[config.mk]
export PLATFORM = sky130hd
export DESIGN_NAME = tdm_demux8
export DESIGN_NICKNAME = d
export VERILOG_FILES = /design/src/rtl/tdm_pkg.sv /design/src/rtl/tdm_slot_ctr.sv /design/src/rtl/tdm_demux8.sv
export SDC_FILE = /design/constraint.sdc
export NUM_CORES = 1
export LEC_CHECK = 0
export CAP_MARGIN = 20
export CORE_ASPECT_RATIO = 0.75
export CORE_MARGIN = 8
export CORE_UTILIZATION = 49
export CTS_CLUSTER_SIZE = 14
export DETAILED_ROUTE_END_ITERATION = 8
export HOLD_SLACK_MARGIN = 0.12
export PLACE_DENSITY = 0.76
export SLEW_MARGIN = 20
export SYNTH_ARGS = -nofsm -noshare
export SYNTH_HDL_FRONTEND = slang
export SYNTH_SLANG_ARGS = --single-unit
export TNS_END_PERCENT = 50
[constraint.sdc]
create_clock -name i_clk -period 2.4 [get_ports i_clk]
set_input_delay 0.48 -clock i_clk [delete_from_list [all_inputs] [get_ports i_clk]]
set_output_delay 0.48 -clock i_clk [all_outputs]
set_load 0.005 [all_outputs]
[src/rtl/tdm_pkg.sv]
// Shared constants, state type and slot helper for the TDM link.
package tdm_pkg;

  localparam int unsigned CHANNELS = 8;
  localparam int unsigned SEL_W    = 3;

  typedef enum logic {
    StHunt,
    StRun
  } tdm_state_e;

  // Modulo-CHANNELS increment of a slot index.
  function automatic logic [SEL_W-1:0] next_slot(input logic [SEL_W-1:0] s);
    logic [SEL_W-1:0] r;
    if (s == SEL_W'(CHANNELS - 1)) r = '0;
    else                           r = s + 1'b1;
    return r;
  endfunction

endpackage

[src/rtl/tdm_slot_ctr.sv]
// Modulo-CHANNELS slot counter with clear, load-to-1 and increment; shared with the TX side.
module tdm_slot_ctr
  import tdm_pkg::*;
(
  input  logic             i_clk,
  input  logic             i_rst_n,
  input  logic             i_inc,
  input  logic             i_load1,
  input  logic             i_clr,
  output logic [SEL_W-1:0] o_count,
  output logic             o_wrap
);

  logic [SEL_W-1:0] r_count;
  logic [SEL_W-1:0] w_count_d;

  // Next count: clear wins over load, load wins over increment.
  always_comb begin
    w_count_d = r_count;
    if (i_clr)        w_count_d = '0;
    else if (i_load1) w_count_d = SEL_W'(1);
    else if (i_inc)   w_count_d = next_slot(r_count);
  end

  // Count register.
  always_ff @(posedge i_clk or negedge i_rst_n) begin
    if (!i_rst_n) r_count <= '0;
    else          r_count <= w_count_d;
  end

  assign o_count = r_count;
  assign o_wrap  = (r_count == SEL_W'(CHANNELS - 1));

endmodule

[src/rtl/tdm_demux8.sv]
// Receive end of the 8-channel TDM link: locks to frame_start, assembles frames, flags resyncs.
module tdm_demux8
  import tdm_pkg::*;
(
  input  logic                i_clk,
  input  logic                i_rst_n,
  input  logic                i_in_valid,
  input  logic                i_din,
  input  logic                i_frame_start,
  output logic [SEL_W-1:0]    o_slot,
  output logic [CHANNELS-1:0] o_ch,
  output logic                o_ch_valid,
  output logic                o_locked,
  output logic                o_sync_err
);

  tdm_state_e r_state;
  tdm_state_e w_state_d;

  // Slot 7 is never stored: it goes straight into ch with the rest of the frame.
  logic [CHANNELS-2:0] r_shadow;
  logic [CHANNELS-1:0] r_ch;
  logic                r_ch_valid;
  logic                r_sync_err;

  logic [SEL_W-1:0] w_slot;
  logic             w_wrap;
  logic             w_inc;
  logic             w_load1;
  logic             w_wr;
  logic             w_done;
  logic             w_resync;
  logic [SEL_W-1:0] w_idx;

  tdm_slot_ctr u_slot_ctr (
    .i_clk   (i_clk),
    .i_rst_n (i_rst_n),
    .i_inc   (w_inc),
    .i_load1 (w_load1),
    .i_clr   (1'b0),
    .o_count (w_slot),
    .o_wrap  (w_wrap)
  );

  // Next state and per-bit controls; nothing moves on an idle cycle.
  always_comb begin
    w_state_d = r_state;
    w_inc     = 1'b0;
    w_load1   = 1'b0;
    w_wr      = 1'b0;
    w_done    = 1'b0;
    w_resync  = 1'b0;
    if (i_in_valid) begin
      unique case (r_state)
        StHunt: begin
          if (i_frame_start) begin
            w_state_d = StRun;
            w_load1   = 1'b1;
            w_wr      = 1'b1;
          end
        end
        StRun: begin
          if (i_frame_start && (w_slot != '0)) begin
            // Misplaced marker: drop the partial frame and restart at slot 0.
            w_resync = 1'b1;
            w_load1  = 1'b1;
            w_wr     = 1'b1;
          end else begin
            w_wr   = 1'b1;
            w_inc  = 1'b1;
            w_done = w_wrap;
          end
        end
        default: w_state_d = StHunt;
      endcase
    end
  end

  assign w_idx = w_load1 ? '0 : w_slot;

  // State register.
  always_ff @(posedge i_clk or negedge i_rst_n) begin
    if (!i_rst_n) r_state <= StHunt;
    else          r_state <= w_state_d;
  end

  // Shadow capture of slots 0..6.
  always_ff @(posedge i_clk or negedge i_rst_n) begin
    if (!i_rst_n)              r_shadow        <= '0;
    else if (w_wr && !w_done)  r_shadow[w_idx] <= i_din;
  end

  // Output registers: frame word plus one-cycle valid and error pulses.
  always_ff @(posedge i_clk or negedge i_rst_n) begin
    if (!i_rst_n) begin
      r_ch       <= '0;
      r_ch_valid <= 1'b0;
      r_sync_err <= 1'b0;
    end else begin
      r_ch_valid <= w_done;
      r_sync_err <= w_resync;
      if (w_done) r_ch <= {i_din, r_shadow};
    end
  end

  assign o_slot     = w_slot;
  assign o_ch       = r_ch;
  assign o_ch_valid = r_ch_valid;
  assign o_sync_err = r_sync_err;
  assign o_locked   = (r_state == StRun);

endmodule

# Word level (Yosys, flattened, before mapping)
# Index checks and enable logic that the tools add are counted.
# Widths: inputs -> output; s select.
op_classes:
  n_addsub: 1
  magnitude_cmp: 2
  n_eq_ne: 1
  mux: 22
  n_bitwise: 1
  n_reduce_logical: 6
ops:
  columns: ["operator", "count"]
  rows:
  - ["$mux 1", 14]
  - ["$mux 3", 4]
  - ["$bwmux 7", 1]
  - ["$lt 3x4->1 const B", 1]
  - ["$pmux 1 s2", 2]
  - ["$add 3x1->3 const B", 1]
  - ["$demux 1 s3", 1]
  - ["$eq 3x3->1 const B", 1]
  - ["$ge 3x1->1 const B", 1]
  - ["$logic_and 1x1->1", 3]
  - ["$reduce_bool 3->1", 1]
  - ["$reduce_bool 2->1", 1]
  - ["$logic_not 1->1", 1]
  - ["$not 1->1", 1]
totals:
  regBits: 21
  input_bits: 5
  output_inout_bits: 14
  elab_cells: 39

# Depth between registers and ports, before layout
# Gate-level depths: netlist of run 1.
logic_depth:
  ltp_word: 11
  mapped_depth: 7
  depth_no_buf: 6

# Modules after synthesis
# A second synthesis of run 1 with hierarchy kept.
hier_totals:
  cells_unflattened: 70
  area_unflattened_um2: 982.2
by_module_without_submodules:
  columns: ["mod", "instances", "cells_per_inst", "area_each_um2", "seq_area_each_um2"]
  rows:
  - ["tdm_demux8", 1, 57, 827.0, 450.4]
  - ["tdm_slot_ctr", 1, 13, 155.1, 75.1]

# Least setup slack after synthesis of run 1
# Ideal clock, no wire load.
synth_timing:
  path_type: "register to register"
  startpoint: "reg u_slot_ctr.r_count[0] (netlist: u_slot_ctr.o_count[0])"
  endpoint: "reg r_shadow[4]"
  setup_time_ns: 0.125
  t_arrival_ns: 1.728
  t_required_ns: 2.275
  setup_slack_ns: 0.547
  path_stages_with_launch: 6
  path_buffers: 0
  period_less_slack_ns: 1.853
  cell_sequence: "dfrtp_1 > ha_1 > ha_1 > nor3_2 > nor4b_1 > mux2_2"
synth_via:
  elab_chain_len: 11
  word_cells_on_any_way: 18
  classes_between: "2 x order compare; 1 x eq/ne; 10 x mux; 5 x reduce/logical"
synth_lines:
  columns: ["element", "line", "source"]
  rows:
  - ["start, declared", "tdm_slot_ctr.sv:14", "logic [SEL_W-1:0] r_count;"]
  - ["start signal, assigned", "tdm_slot_ctr.sv:28", "else r_count <= w_count_d;"]
  - ["$reduce_bool 3->1", "tdm_demux8.sv:63", "if (i_frame_start && (w_slot != '0)) begin"]
  - ["$logic_and 1x1->1", "tdm_demux8.sv:63", null]
  - ["$mux 1", "tdm_demux8.sv:63", null]
  - ["$pmux 1 s2", "tdm_demux8.sv:54", "unique case (r_state)"]
  - ["$mux 1", "tdm_demux8.sv:53", "if (i_in_valid) begin"]
  - ["$mux 3", "tdm_demux8.sv:79", "assign w_idx = w_load1 ? '0 : w_slot;"]
  - ["$lt 3x4->1 (implied by the code) / $ge 3x1->1 (equally long branches)", "tdm_demux8.sv:90", "else if (w_wr && !w_done) r_shadow[w_idx] <= i_din;"]
  - ["$logic_and 1x1->1 (implied by the code)", "tdm_demux8.sv:90", null]
  - ["$mux 1 (implied by the code)", "tdm_demux8.sv:90", null]
  - ["$demux 1 s3", "tdm_demux8.sv:90", null]
  - ["$bwmux 7", "tdm_demux8.sv:90", null]
  - ["end signal, assigned by index", "tdm_demux8.sv:90", null]
  - ["end, declared", "tdm_demux8.sv:21", "logic [CHANNELS-2:0] r_shadow;"]
# Parallel ways exist; a longest one is shown, timed or not.
# A chain may end at the register's enable or synchronous reset.

# Worst setup path in the final report of run 1
layout_timing:
  startpoint: "reg u_slot_ctr.r_count[0] (netlist: u_slot_ctr.o_count[0])"
  endpoint: "reg r_ch[0] (netlist: o_ch[0])"
layout_via:
  elab_chain_len: 5
  word_cells_on_any_way: 6
  classes_between: "1 x eq/ne; 3 x mux; 2 x reduce/logical"
layout_lines:
  columns: ["element", "line", "source"]
  rows:
  - ["$reduce_bool 3->1", "tdm_demux8.sv:63", null]
  - ["$logic_and 1x1->1", "tdm_demux8.sv:63", null]
  - ["$mux 1 *", "tdm_demux8.sv:63", null]
  - ["$mux 1 *", "tdm_demux8.sv:54", null]
  - ["$mux 1 *", "tdm_demux8.sv:53", null]
  - ["end signal, assigned", "tdm_demux8.sv:102", "if (w_done) r_ch <= {i_din, r_shadow};"]
  - ["end, declared", "tdm_demux8.sv:22", "logic [CHANNELS-1:0] r_ch;"]
# Mark *: on every way between the ends. The rest lies on a longest branch, timed or not.

==> results of run 1 <==
==> metal layers <==
metal  GRT usage  part of all wire
met1      0.1201              0.43
met2      0.1933              0.48
met3     0.05317             0.085
met4     0.03114            0.0022
met5           0                 0
==> critical path: cells and delay by family (launching register included) <==
family	cells	cell delay, ns
AOI/OAI and AO/OA	1	0.20
and+or+nand+nor	2	0.52
adders and majority gates	1	0.27
buffers and inverters	1	0.17
muxes	1	0.39
DFF	1	0.44
==> sequential cells by signal, summed over array words and instances, names as in the netlist <==
| name | cells |
|---|---|
| o_ch | 8 |
| r_shadow | 7 |
| u_slot_ctr.o_count | 3 |
| o_ch_valid | 1 |
| o_locked | 1 |
| o_sync_err | 1 |
==> power by group through the flow <==
stage / sequential, mW / combinational [mW] / clock (mW)
2_1_floorplan: 0.555 / 0.247 / 0
3_3_place_gp: 0.564 / 0.433 / 0
3_5_place_dp: 0.567 / 0.443 / 0
4_1_cts: 0.558 / 0.446 / 0.172
5_1_grt: 0.574 / 0.487 / 0.180
6_report: 0.559 / 0.438 / 0.165
==> layout make-up <==
| class | instances | area (um2) | area share |
|---|---|---|---|
| Sequential cell | 21 | 525.5 | 0.4398 |
| Multi-Input combinational cell | 46 | 406.6 | 0.3403 |
| Timing Repair Buffer | 20 | 195.2 | 0.1634 |
| Tap cell | 24 | 30.03 | 0.02513 |
| Clock buffer | 4 | 26.28 | 0.02199 |
| Inverter | 3 | 11.26 | 0.009424 |
==> synthesized netlist by cell type <==
master	number
sky130_fd_sc_hd__a21o_2	1
sky130_fd_sc_hd__nor3_2	1
sky130_fd_sc_hd__nand2_2	1
sky130_fd_sc_hd__a31oi_1	1
sky130_fd_sc_hd__nand4_1	1
sky130_fd_sc_hd__and2_1	1
sky130_fd_sc_hd__buf_6	1
sky130_fd_sc_hd__nor2_1	4
sky130_fd_sc_hd__o21ai_0	2
sky130_fd_sc_hd__mux2_2	14
sky130_fd_sc_hd__a22o_2	1
sky130_fd_sc_hd__nand2b_4	1
sky130_fd_sc_hd__nand2b_1	1
sky130_fd_sc_hd__buf_2	1
sky130_fd_sc_hd__a22o_1	1
sky130_fd_sc_hd__inv_1	3
sky130_fd_sc_hd__a21oi_1	2
sky130_fd_sc_hd__a311oi_1	1
sky130_fd_sc_hd__a2bb2oi_1	1
sky130_fd_sc_hd__o21ai_1	1
sky130_fd_sc_hd__nand2_1	4
sky130_fd_sc_hd__mux2_1	1
sky130_fd_sc_hd__a2111oi_4	1
sky130_fd_sc_hd__ha_1	3
sky130_fd_sc_hd__dfrtp_1	21
sky130_fd_sc_hd__nand4b_1	1
sky130_fd_sc_hd__nor4b_1	1
==> worst paths after layout <==
| check | startpoint | to |
|---|---|---|
| max | u_slot_ctr.o_count[0]$_DFFE_PN0P_ | o_ch[0]$_DFFE_PN0P_ |
| min | i_rst_n | r_shadow[5]$_DFFE_PN0P_ |
| max reg2reg | u_slot_ctr.o_count[0]$_DFFE_PN0P_ | o_ch[0]$_DFFE_PN0P_ |
| min reg2reg | r_shadow[4]$_DFFE_PN0P_ | o_ch[4]$_DFFE_PN0P_ |
| max in group asynchronous | i_rst_n | r_shadow[0]$_DFFE_PN0P_ |
| min in group i_clk | r_shadow[4]$_DFFE_PN0P_ | o_ch[4]$_DFFE_PN0P_ |
==> logic make-up after synthesis <==
| family | Yosys count | synth area share |
|---|---|---|
| flip-flops | 21 | 0.5476 |
| adder cells (fa/ha/maj) | 3 | 0.03912 |
| AND/OR/NAND/NOR | 16 | 0.1004 |
| buffers and inverters | 5 | 0.02868 |
| multiplexers | 15 | 0.1760 |
| AO/OA/AOI/OAI | 12 | 0.1082 |
==> results.txt, run 1 <==
- Die extent in x: 67.10 um
* Cell types with the largest area share after synthesis: sky130_fd_sc_hd__dfrtp_1 (55%), sky130_fd_sc_hd__mux2_2 (16%), sky130_fd_sc_hd__ha_1 (3.9%)
- The library cell used most frequently in the layout, excluding fill and tap cells, is sky130_fd_sc_hd__dfrtp_1.
* Overall global routing resource usage: 0.1110
* Initial standard-cell utilization of the core: 0.4981
- Proportion of total power due to net switching: 0.3042
- Of all cell types, the one taking the most synthesized area is sky130_fd_sc_hd__dfrtp_1.
* Worst path setup slack after routing: ~0.31 ns
* Req. time, crit path: around 2.6 ns
- The worst setup path is launched from a register.
- CTS sink count: 21
- Worst Reg2Reg Path Length in Cells: 6
- # Max-Cap Violations: 0
- Timing would allow up to roughly 480 MHz.
- The first TritonRoute pass finished after 5 iterations.
- The initialized floorplan defines 14 standard-cell rows.
- Placed Cells: 114
* WHS: 0.5064 ns
- Setup violations remaining at the end of the flow were counted as 0.
* Number of top-level design ports: 19
- The number of hold buffers added after CTS was 0.
* Synth warn: 0
- Number of register bits inferred by synthesis: 21
* Area fraction of the dominant cell type after synthesis: 0.5476
- From synthesis to final layout, the design area changed by 24.51%.
- For this run, the register share of the synthesized area comes to 0.5476.
- Total vias in the final route: 628
- Clock tree synthesis inserted a total of 3 buffers.
- The number of antenna diodes in the final layout is 0.
* Data arrival time of the critical path: 2.28 ns
- After floorplanning, the core was sized to cover between 1500 and 2000 um2.
* Total Power Consumption: 1.162 mW
- IR analysis of the VDD net gives a maximum drop of 0.5265 mV.
- Post CTS Setup Buffer Count: 0
- The slowest stage of the critical path is the sky130_fd_sc_hd__dfrtp_1 cell.
- The finished layout holds about 120 standard cells, fillers aside.
* Internal: approximately 0.8 mW
* Total die area: approximately 3600 um2
- Largest fanout on the critical path: 9
- At the pin with the least slew margin, the transition time is 0.4280 ns.
* Setup Skew: approximately 0.0084 ns
* Netlist Area Pre-Place: between 900 and 1000 um2
* TritonCTS clock tree: yes
* Post-DP HPWL: 1398 um
- Number of nets with antenna violations after routing: 0
- Once layout is done, the placed cells without fillers occupy 1195 um2.
- Of the cells placed in the final design, the portion with a size suffix greater than 1 is 0.2660.
* Total number of H-tree levels: 1
- The signal on the critical path passes through inv_1 > ha_1 > nand2b_4 > a21oi_1 > and2_1 > mux2_2.
- The via count of the first global-routing pass came to about 700.
- Worst slack at placement: about 0.11 ns
* Number of fillers in the final layout: 174
* Reg-to-reg setup timing slack: 0.31 ns
- In the routed layout, each cell is associated on average with a via count of between 5 and 6.
* Die outline height: between 50 and 60 um
- Total negative slack for setup checks: 0 ns
* DRC: 0
- Max-Slew Margin vs Limit: 0.7147
- At the end of the flow, the number of nets in the layout was 103.
* Nature of the critical path endpoint: register
- The share of total power dissipated in the clock network is 0.142.
* Unrepaired setup endpoints after global routing: false
* Initial antenna violation count: 0
* Pins over their slew limit: 0
- Largest net degree at the start of global routing: 22
- The top cell types in the final layout, fill and taps aside, are sky130_fd_sc_hd__dfrtp_1 (21), sky130_fd_sc_hd__clkdlybuf4s50_1 (18), sky130_fd_sc_hd__mux2_2 (14).
- Once layout is complete, the utilization of the core stands at 0.6201.
- Period minus WS final: 2.094 ns
- Summed over all nets, the switching power comes to 0.3533 mW.
- Yosys cell types: 27
- DRT Wirelength: approximately 1800 um
- Combinational fraction of design power: 0.377
* Cell area reported after detailed placement: 1169 um2
* Highest cell delay on the worst timing path: ~0.44 ns
* Power per cell area: 972.1 nW/um2
* Clock Root Buffer: sky130_fd_sc_hd__clkbuf_4
- In this run, post-CTS repair resized a total of 0 instances.
* Final weighted congestion in routability-driven placement: 0.9352
- Synthesis handed over a netlist of 72 instances.
- Tcrit/Tclk final: 0.8724
* Part of the power in registers: 0.481
- In the final routed layout, each cell accounts on average for roughly 16 um.
- Count of endpoints failing hold in the final timing report: 0
- The critical path in this run is classified as register to register.
- Clk Latency, worst-skew pair: 0.30 ns
- Register clock-pin slew on the reported worst setup and hold paths: 0.11 ns
- For this run the aggregate overflow at the end of global routing stands at 0.
* Wire length of the first global-routing pass: 3008 um
* I/O Buffers: 18
- Leakage: 0.5311 nW
* Run status: completed
* Number of nets produced by synthesis: 80
* Number of design-rule violations left by the first detailed-router iteration: 15
* Synth Area per Inst: 13.33 um2
- The worst hold path belongs to the class input port to asynchronous set/reset pin.
- Max Buffers Root-to-Sink: 2
Note: power is estimated with default switching activity, not from simulation.
==> inputs of run 2 (changes only) <==
--- a/config.mk
+++ b/config.mk
@@ -13,7 +13,6 @@
 export DETAILED_ROUTE_END_ITERATION = 8
 export HOLD_SLACK_MARGIN = 0.12
 export PLACE_DENSITY = 0.76
-export SLEW_MARGIN = 20
 export SYNTH_ARGS = -nofsm -noshare
 export SYNTH_HDL_FRONTEND = slang
 export SYNTH_SLANG_ARGS = --single-unit
==> results of run 2 <==
No change in the layout: final DEF, timing and power equal those of run 1.
